[src/rtl/pool_window_sequencer.sv]
`timescale 1ns/1ps
// ============================================================================
// pool_window_sequencer
//
// Purpose
//   Control stage in front of a 2x2 pixel-averaging unit. It walks an
//   IMG_W x IMG_H frame buffer in non-overlapping 2x2 windows in raster
//   order. For each window it:
//     - reads the four pixels (TL, TR, BL, BR),
//     - presents them on in1..in4 with a pool_en strobe,
//     - captures the returned average,
//     - writes the average to a (IMG_W/2) x (IMG_H/2) pooled buffer.
//   A start/busy/done handshake frames one full pass.
//
// Ports
//   clk        system clock; all logic runs on the rising edge
//   reset      asynchronous, active-high reset; aborts a pass immediately
//   start      begins one pooling pass (sampled only while idle)
//   busy       high from the cycle after start is accepted until done
//   done       one-cycle pulse after the last window is written
//   rd_en      frame-buffer read enable
//   rd_addr    frame-buffer address, row*IMG_W+col
//   rd_data    frame-buffer data, valid one cycle after rd_en
//   pool_en    window-valid strobe to the averaging unit
//   in1..in4   top-left, top-right, bottom-left, bottom-right pixels
//   avg_in     average returned by the averaging unit
//   pool_done  averaging-unit completion flag
//   wr_en      pooled-buffer write strobe
//   wr_addr    pooled-buffer address, (row/2)*(IMG_W/2)+col/2
//   wr_data    average captured while pool_en was high
//
// Build option
//   POOL_ACK_EN
//     defined:   the POOL state holds, with pool_en high, until pool_done
//                is seen.
//     undefined: POOL lasts exactly one cycle and pool_done is ignored.
//
// Timing
//   Without POOL_ACK_EN every window takes 7 cycles:
//   RD0 RD1 RD2 RD3 CAP POOL WRITE.
// ============================================================================
module pool_window_sequencer #(
    parameter int IMG_W = 28,
    parameter int IMG_H = 28,
    parameter int PIX_W = 8,
    parameter int RD_AW = 10,
    parameter int WR_AW = 8
) (
    input  logic             clk,
    input  logic             reset,
    input  logic             start,
    output logic             busy,
    output logic             done,
    output logic             rd_en,
    output logic [RD_AW-1:0] rd_addr,
    input  logic [PIX_W-1:0] rd_data,
    output logic             pool_en,
    output logic [PIX_W-1:0] in1,
    output logic [PIX_W-1:0] in2,
    output logic [PIX_W-1:0] in3,
    output logic [PIX_W-1:0] in4,
    input  logic [PIX_W-1:0] avg_in,
    input  logic             pool_done,
    output logic             wr_en,
    output logic [WR_AW-1:0] wr_addr,
    output logic [PIX_W-1:0] wr_data
);

    // The counters must be able to hold IMG_H / IMG_W themselves, because
    // the next-column value is formed before it is compared.
    localparam int ROW_W = $clog2(IMG_H + 1);
    localparam int COL_W = $clog2(IMG_W + 1);

    typedef enum logic [3:0] {
        S_IDLE,
        S_RD0,
        S_RD1,
        S_RD2,
        S_RD3,
        S_CAP,
        S_POOL,
        S_WRITE,
        S_DONE
    } state_t;

    state_t state_q;

    // Window origin (pixel coordinates of the top-left pixel)
    logic [ROW_W-1:0] row_q;
    logic [ROW_W-1:0] row_d;
    logic [COL_W-1:0] col_q;
    logic [COL_W-1:0] col_d;

    // Running frame address of the window origin; avoids a row*IMG_W multiply
    logic [RD_AW-1:0] base_q;
    logic [RD_AW-1:0] base_d;

    // Running pooled-buffer index; equals (row/2)*(IMG_W/2)+col/2
    logic [WR_AW-1:0] wr_idx_q;

    // Registered outputs
    logic             busy_q;
    logic             done_q;
    logic             rd_en_q;
    logic [RD_AW-1:0] rd_addr_q;
    logic             pool_en_q;
    logic [PIX_W-1:0] in1_q;
    logic [PIX_W-1:0] in2_q;
    logic [PIX_W-1:0] in3_q;
    logic [PIX_W-1:0] in4_q;
    logic             wr_en_q;
    logic [WR_AW-1:0] wr_addr_q;
    logic [PIX_W-1:0] wr_data_q;

    logic row_end;
    logic last_win;
    logic pool_fire;

    // ------------------------------------------------------------------
    // POOL exit condition
    // ------------------------------------------------------------------
`ifdef POOL_ACK_EN
    assign pool_fire = pool_done;
`else
    logic pool_done_unused;
    assign pool_done_unused = pool_done;
    assign pool_fire        = 1'b1;
`endif

    // ------------------------------------------------------------------
    // Next-window arithmetic
    // ------------------------------------------------------------------
    assign row_end  = (col_q == COL_W'(IMG_W - 2));
    assign last_win = row_end && (row_q == ROW_W'(IMG_H - 2));

    always_comb begin
        row_d  = row_q;
        col_d  = col_q + COL_W'(2);
        base_d = base_q + RD_AW'(2);
        if (row_end) begin
            // Wrap to column 0 two rows down.
            // From (r, IMG_W-2), the origin address grows by IMG_W+2.
            row_d  = row_q + ROW_W'(2);
            col_d  = '0;
            base_d = base_q + RD_AW'(IMG_W + 2);
        end
    end

    // ------------------------------------------------------------------
    // Sequencer FSM with registered outputs
    // ------------------------------------------------------------------
    always_ff @(posedge clk or posedge reset) begin
        if (reset) begin
            state_q   <= S_IDLE;
            row_q     <= '0;
            col_q     <= '0;
            base_q    <= '0;
            wr_idx_q  <= '0;
            busy_q    <= 1'b0;
            done_q    <= 1'b0;
            rd_en_q   <= 1'b0;
            rd_addr_q <= '0;
            pool_en_q <= 1'b0;
            in1_q     <= '0;
            in2_q     <= '0;
            in3_q     <= '0;
            in4_q     <= '0;
            wr_en_q   <= 1'b0;
            wr_addr_q <= '0;
            wr_data_q <= '0;
        end else begin
            case (state_q)
                S_IDLE: begin
                    if (start) begin
                        state_q   <= S_RD0;
                        busy_q    <= 1'b1;
                        row_q     <= '0;
                        col_q     <= '0;
                        base_q    <= '0;
                        wr_idx_q  <= '0;
                        rd_en_q   <= 1'b1;
                        rd_addr_q <= '0;
                    end
                end

                // Each RDn state issues the next address.
                // It also latches the pixel requested one cycle earlier.
                S_RD0: begin
                    state_q   <= S_RD1;
                    rd_addr_q <= base_q + RD_AW'(1);
                end

                S_RD1: begin
                    state_q   <= S_RD2;
                    in1_q     <= rd_data;
                    rd_addr_q <= base_q + RD_AW'(IMG_W);
                end

                S_RD2: begin
                    state_q   <= S_RD3;
                    in2_q     <= rd_data;
                    rd_addr_q <= base_q + RD_AW'(IMG_W + 1);
                end

                S_RD3: begin
                    state_q <= S_CAP;
                    in3_q   <= rd_data;
                    rd_en_q <= 1'b0;
                end

                S_CAP: begin
                    state_q   <= S_POOL;
                    in4_q     <= rd_data;
                    pool_en_q <= 1'b1;
                    wr_addr_q <= wr_idx_q;
                end

                S_POOL: begin
                    if (pool_fire) begin
                        state_q   <= S_WRITE;
                        wr_data_q <= avg_in;
                        pool_en_q <= 1'b0;
                        wr_en_q   <= 1'b1;
                    end
                end

                S_WRITE: begin
                    wr_en_q  <= 1'b0;
                    wr_idx_q <= wr_idx_q + WR_AW'(1);
                    if (last_win) begin
                        state_q <= S_DONE;
                        busy_q  <= 1'b0;
                        done_q  <= 1'b1;
                    end else begin
                        state_q   <= S_RD0;
                        row_q     <= row_d;
                        col_q     <= col_d;
                        base_q    <= base_d;
                        rd_en_q   <= 1'b1;
                        rd_addr_q <= base_d;
                    end
                end

                S_DONE: begin
                    state_q <= S_IDLE;
                    done_q  <= 1'b0;
                end

                default: begin
                    state_q   <= S_IDLE;
                    busy_q    <= 1'b0;
                    done_q    <= 1'b0;
                    rd_en_q   <= 1'b0;
                    pool_en_q <= 1'b0;
                    wr_en_q   <= 1'b0;
                end
            endcase
        end
    end

    // ------------------------------------------------------------------
    // Output mapping
    // ------------------------------------------------------------------
    assign busy    = busy_q;
    assign done    = done_q;
    assign rd_en   = rd_en_q;
    assign rd_addr = rd_addr_q;
    assign pool_en = pool_en_q;
    assign in1     = in1_q;
    assign in2     = in2_q;
    assign in3     = in3_q;
    assign in4     = in4_q;
    assign wr_en   = wr_en_q;
    assign wr_addr = wr_addr_q;
    assign wr_data = wr_data_q;

endmodule

[config.mk]
export PLATFORM = sky130hd
export DESIGN_NAME = pool_window_sequencer
export DESIGN_NICKNAME = d
export VERILOG_FILES = /design/src/rtl/pool_window_sequencer.sv
export SDC_FILE = /design/constraint.sdc
export NUM_CORES = 1
export LEC_CHECK = 0
export ABC_CLOCK_PERIOD_IN_PS = 3800
export CORE_MARGIN = 10
export CORE_UTILIZATION = 25
export CTS_CLUSTER_DIAMETER = 50
export CTS_CLUSTER_SIZE = 16
export DETAILED_ROUTE_END_ITERATION = 16
export GPL_TIMING_DRIVEN = 0
export PLACE_DENSITY = 0.48
export SYNTH_ARGS = -nofsm -noshare
export SYNTH_HDL_FRONTEND = slang
export SYNTH_SLANG_ARGS = --single-unit
[constraint.sdc]
create_clock -name clk -period 3.8 [get_ports clk]
set_clock_uncertainty 0.1 [all_clocks]
set_input_delay 0.57 -clock clk [delete_from_list [all_inputs] [get_ports clk]]
set_output_delay 0.57 -clock clk [all_outputs]
set_load 0.01 [all_outputs]
* Yosys cells after proc, flatten, opt, wreduce, memory -nomap -nowiden
Index checks and enable logic that the tools add are counted.
** Cells by class
- Bitwise logic cells :: 3
- Eq/ne operators :: 14
- Reduce and logical (&&, ||, !) cells :: 16
- $add $sub $neg :: 8
- Mux-type cells :: 26
** Operator list (number)
- $pmux 10 s5 :: 1
- $pmux 4 s8 :: 1
- $add 10x5->10 const B :: 3
- $mux 10 :: 3
- $reduce_or 7->1 :: 4
- $mux 5 :: 5
- $pmux 10 s2 :: 1
- $pmux 5 s2 :: 2
- $eq 4x3->1 const B :: 4
- $pmux 8 s2 :: 1
- $reduce_and 3->1 :: 4
- $add 10x1->10 const B :: 1
- $add 10x2->10 const B :: 1
- $add 5x2->5 const B :: 2
- $eq 5x5->1 const B :: 2
- $add 8x1->8 const B :: 1
- $eq 4x2->1 const B :: 2
- $mux 4 :: 2
- $mux 8 :: 1
- $ne 2x2->1 const B :: 4
- $pmux 1 s2 :: 3
- $pmux 1 s3 :: 2
- $reduce_or 6->1 :: 1
- $reduce_bool 5->1 :: 1
- other kinds (9) :: 15
** Storage, ports and cells
- Register bits :: 95
- Input bits :: 20

* Longest topological paths before layout
- Word-level depth :: 4
- Depth in mapped cells :: 9
- Gate-level depth less buffers :: 8

* Worst setup path before layout
Ideal clock, no wire load.
- Kind :: register to register
- Start point :: reg col_q[2]
- End point :: reg rd_addr_q[7], in the netlist rd_addr[7]
- Setup time :: 0.122 ns
- Slack :: 1.422 ns
- Cell stages (with the launch flop) :: 8
- Required time :: 3.578 ns
- Data arrival time :: 2.156 ns
- Path buffers :: 0
- Cells stage by stage :: dfrtp_1 nand4b_1 fa_1 nand2b_1 a211oi_1 xnor2_1 o32ai_1 a32o_1
** Between the ends
- Cells in the longest elaborated chain, start to end :: 4
- Elaborated cells between the ends (all ways) :: 7
- Those cells by class :: eq/ne: 2; mux: 3; reduce/logical: 2
** RTL lines
- start: declaration :: RTL line 91 : logic [COL_W-1:0] col_q;
- start signal: assignment :: RTL line 237 : col_q <= col_d;
- $eq 5x5->1 (*) :: RTL line 133 : assign row_end = (col_q == COL_W'(IMG_W - 2));
- $mux 10 or $logic_and 1x1->1 (tied branches) :: RTL line 140, 134
- $mux 10 or $ne 2x2->1 (tied branches)
- $pmux 10 s5 or $reduce_and 3->1 (tied branches)
- end signal: assignment :: RTL line 190 : rd_addr_q <= base_q + RD_AW'(1);
- end signal: assignment :: RTL line 196 : rd_addr_q <= base_q + RD_AW'(IMG_W);
- end signal: assignment :: RTL line 240 : rd_addr_q <= base_d;
- end: declaration :: RTL line 105 : logic [RD_AW-1:0] rd_addr_q;
Mark *: on every way between the ends. The rest lies on a longest branch, timed or not. The select of a mux whose other input is x is not followed.
A chain may end at the register's enable or synchronous reset.

* Worst setup path in the final report
Ends and elaborated chain as after synthesis.

==> reports/metrics.csv <==
stage;metric;value;unit
synthesis;Post-synth EDFFs;0;
cts;cts bufs inserted;9;
critical_path;CP endpoint kind;flop;
placed_design;DP Wirelength;8840;um
route;via count;3367;
job;MaxCap Viol Count;0;
critical_path;worst endpoint data arrival time;2910;ps
hold_path;Hold Path Class;flop to flop;
critical_path;crit-path cells;nand4b_1 > fa_1 > nand2b_1 > a211oi_1 > xnor2_1 > o32ai_1 > a32o_1;
global_route;first-pass GRT wire length;19900;um
floorplanning;die span in x;152;um
cts;H-Tree Depth;3;
critical_path;worst path required time;3920;ps
cts;CTS Hold Buffers Added;0;
cells_and_area;Area Overhead vs Synth;32.2;%
power;Max rail drop VDD;397;uV
cts;Clock Latency Late Sink;350;ps
synthesis;Synth Net Count;424;
cells_and_area;# diodes;0;
synthesis;Syn Std Cell Area;0.00438;mm^2
synthesis;synthesis-stage register bit count;92;
cells_and_area;Fill cells;1736;
route;antenna-violating nets left;0;
placed_design;PortBufs;81;
route;DRT Pass-1 Iters;4;
timing;fmax;0.360;GHz
synthesis;count leader, synth;dfrtp_1;
timing;Pins Over Slew Limit;0;
floorplanning;I/O Pins;83;
cells_and_area;Core Util, Final;0.336;
global_route;initial antenna violation count;0;
timing;slew of the pin with the lowest slew margin;894;ps
cts;setup bufs post-CTS;0;
synthesis;Mean Syn Cell Area;11.1;um^2
cts;clock sinks;92;
placed_design;GPL Wtd Cong;0.854;
route;DRC viols;0;
timing;Final Hold Vio Count;0;
timing;crit path time final;2780;ps
synthesis;Synth area leaders;dfrtp_1 53%, mux2_2 13%, nand2_1 3.2%;
critical_path;slowest stage delay, CP;510;ps
cts;CTS tree;yes;
cts;Clock Path Buffers;2;
synthesis;Post-synth ARST share;1.00;
status;status;finished, final reports clean;
timing;Slew HR;0.399;
synthesis;Post-synth top cells;92 x dfrtp_1, 50 x mux2_2, 37 x nand2_1, 30 x nor2_1, 27 x o21ai_0;
critical_path;crit path kind;flop to flop;
power;total power;4670;uW
timing;Fin Hold WS;383;ps
floorplanning;die outline area;0.0232;mm^2
hold_path;Worst Hold Path Cells;2;
critical_path;CP max stage cell;fa_1;
cells_and_area;Final nets;517;
route;final wirelength;12200;um
floorplanning;Initial Util;0.254;
timing;Tcrit/Tclk final;0.732;
synthesis;Mapped Cells;396;
critical_path;worst r2r path cells;7;
timing;Setup TNS;0;ps
global_route;largest net degree at the start of global routing;48;
timing;setup violators final;0;
global_route;vias in the first global route;3512;
floorplanning;row count;48;
route;DR WL/cell;16.9;um
route;DR vias/cell;4.68;
global_route;GRT Total Usage;0.104;
cts;clock slew at reported path FFs;70;ps
synthesis;Seq/Total Area, Yosys;0.525;
synthesis;Yosys cell types;63;
timing;RSZ-0062 raised after global routing;no;
global_route;global route overflow;0;
cts;clock root buffer;clkbuf_16;
critical_path;startpoint types;flop;
route;Detailed Route Iter0 Violations;189;
cells_and_area;share of cells above drive strength 1;0.184;
cts;CTS resizes;0;
critical_path;crit path max fanout;7;
floorplanning;core box area;0.0172;mm^2
floorplanning;die height;152;um
power;Power Dens Cells;806;mW/mm^2
synthesis;Synth Warn #;0;
power;leakage;0.00240;uW
synthesis;top_reg_cell synth;dfrtp_1;
synthesis;biggest area consumer among synthesized cells;dfrtp_1;
synthesis;post-synth top area share;0.525;
## metal layers
metal / routed length [um] / GRT usage
met1: 5340 / 0.124
met2: 5590 / 0.162
met3: 1030 / 0.0426
met4: 222 / 0.0454
met5: 0 / 0
## kinds of logic after synthesis
group	count (synthesis)	share of synthesized area
AND/OR/NAND/NOR	122	0.141
flip-flops	92	0.525
AO/OA/AOI/OAI	81	0.122
multiplexers	52	0.133
buffers and inverters	32	0.0354
XOR/XNOR	9	0.0180
adder cells (fa/ha/maj)	8	0.0246
## critical path: cells and delay by family, from the launching register on
family          cells  cell delay (ps)
compound gates      3              820
xor+xnor            1              180
fa+ha+maj           1              510
flops               1              410
simple gates        2              640
## registers in the layout, summed over array words and instances (netlist names), 4 cells and up
| name | flops |
|---|---|
| wr_data | 8 |
| base_q | 9 |
| state_q | 4 |
| col_q | 4 |
| wr_idx_q | 8 |
| rd_addr | 10 |
| in3 | 8 |
| wr_addr | 8 |
| in4 | 8 |
| in2 | 8 |
| in1 | 8 |
| row_q | 4 |
## power by group
| group | total (uW) | internal (uW) | leakage (uW) | switching [uW] |
|---|---|---|---|---|
| clock | 881 | 480 | 0.000138 | 400 |
| sequential | 1600 | 1360 | 0.00116 | 237 |
| combinational | 2190 | 1110 | 0.00110 | 1080 |
## cell usage in the layout (no fill, tap or decap), types with 6 or more instances in the layout
master and instances:
nor2b_1 6, clkdlybuf4s50_1 81, a21oi_1 14, nor2_1 30, nand2b_1 7, ha_1 7
dfrtp_1 92, clkbuf_16 9, buf_2 10, inv_1 9, nand2_1 37, o21ai_0 27
nand3_1 10, mux2_2 50
## cell type report
cell class	instances	area [um^2]	area share
buffer	22	118	0.0203
clock buffer	11	253	0.0436
clock inverter	5	33.8	0.00583
inverter	10	40.0	0.00691
multi-input combinational	272	1920	0.332
sequential	92	2300	0.398
tap	225	282	0.0486
timing repair buffer	82	838	0.145
## final timing paths
kind,from,end,slack [ps]
hold / removal,rd_addr[1],rd_addr[1],380
max in group asynchronous,reset,in4[3],2400
setup / recovery,col_q[2],rd_addr[7],1020
setup reg to reg,col_q[2],rd_addr[7],1020
min in group asynchronous,reset,wr_data[6],550
hold reg to reg,rd_addr[1],rd_addr[1],380
## per-stage QoR
stage	setup WS [ps]	cell area, um^2	cells
after floorplan	738	4380	396
after global placement	-790	5470	702
after global routing	805	5790	719
final	1020	5790	719
after CTS	1070	5790	719
after detailed placement	1090	5500	703
No activity file was read; power rests on OpenSTA's default activity.
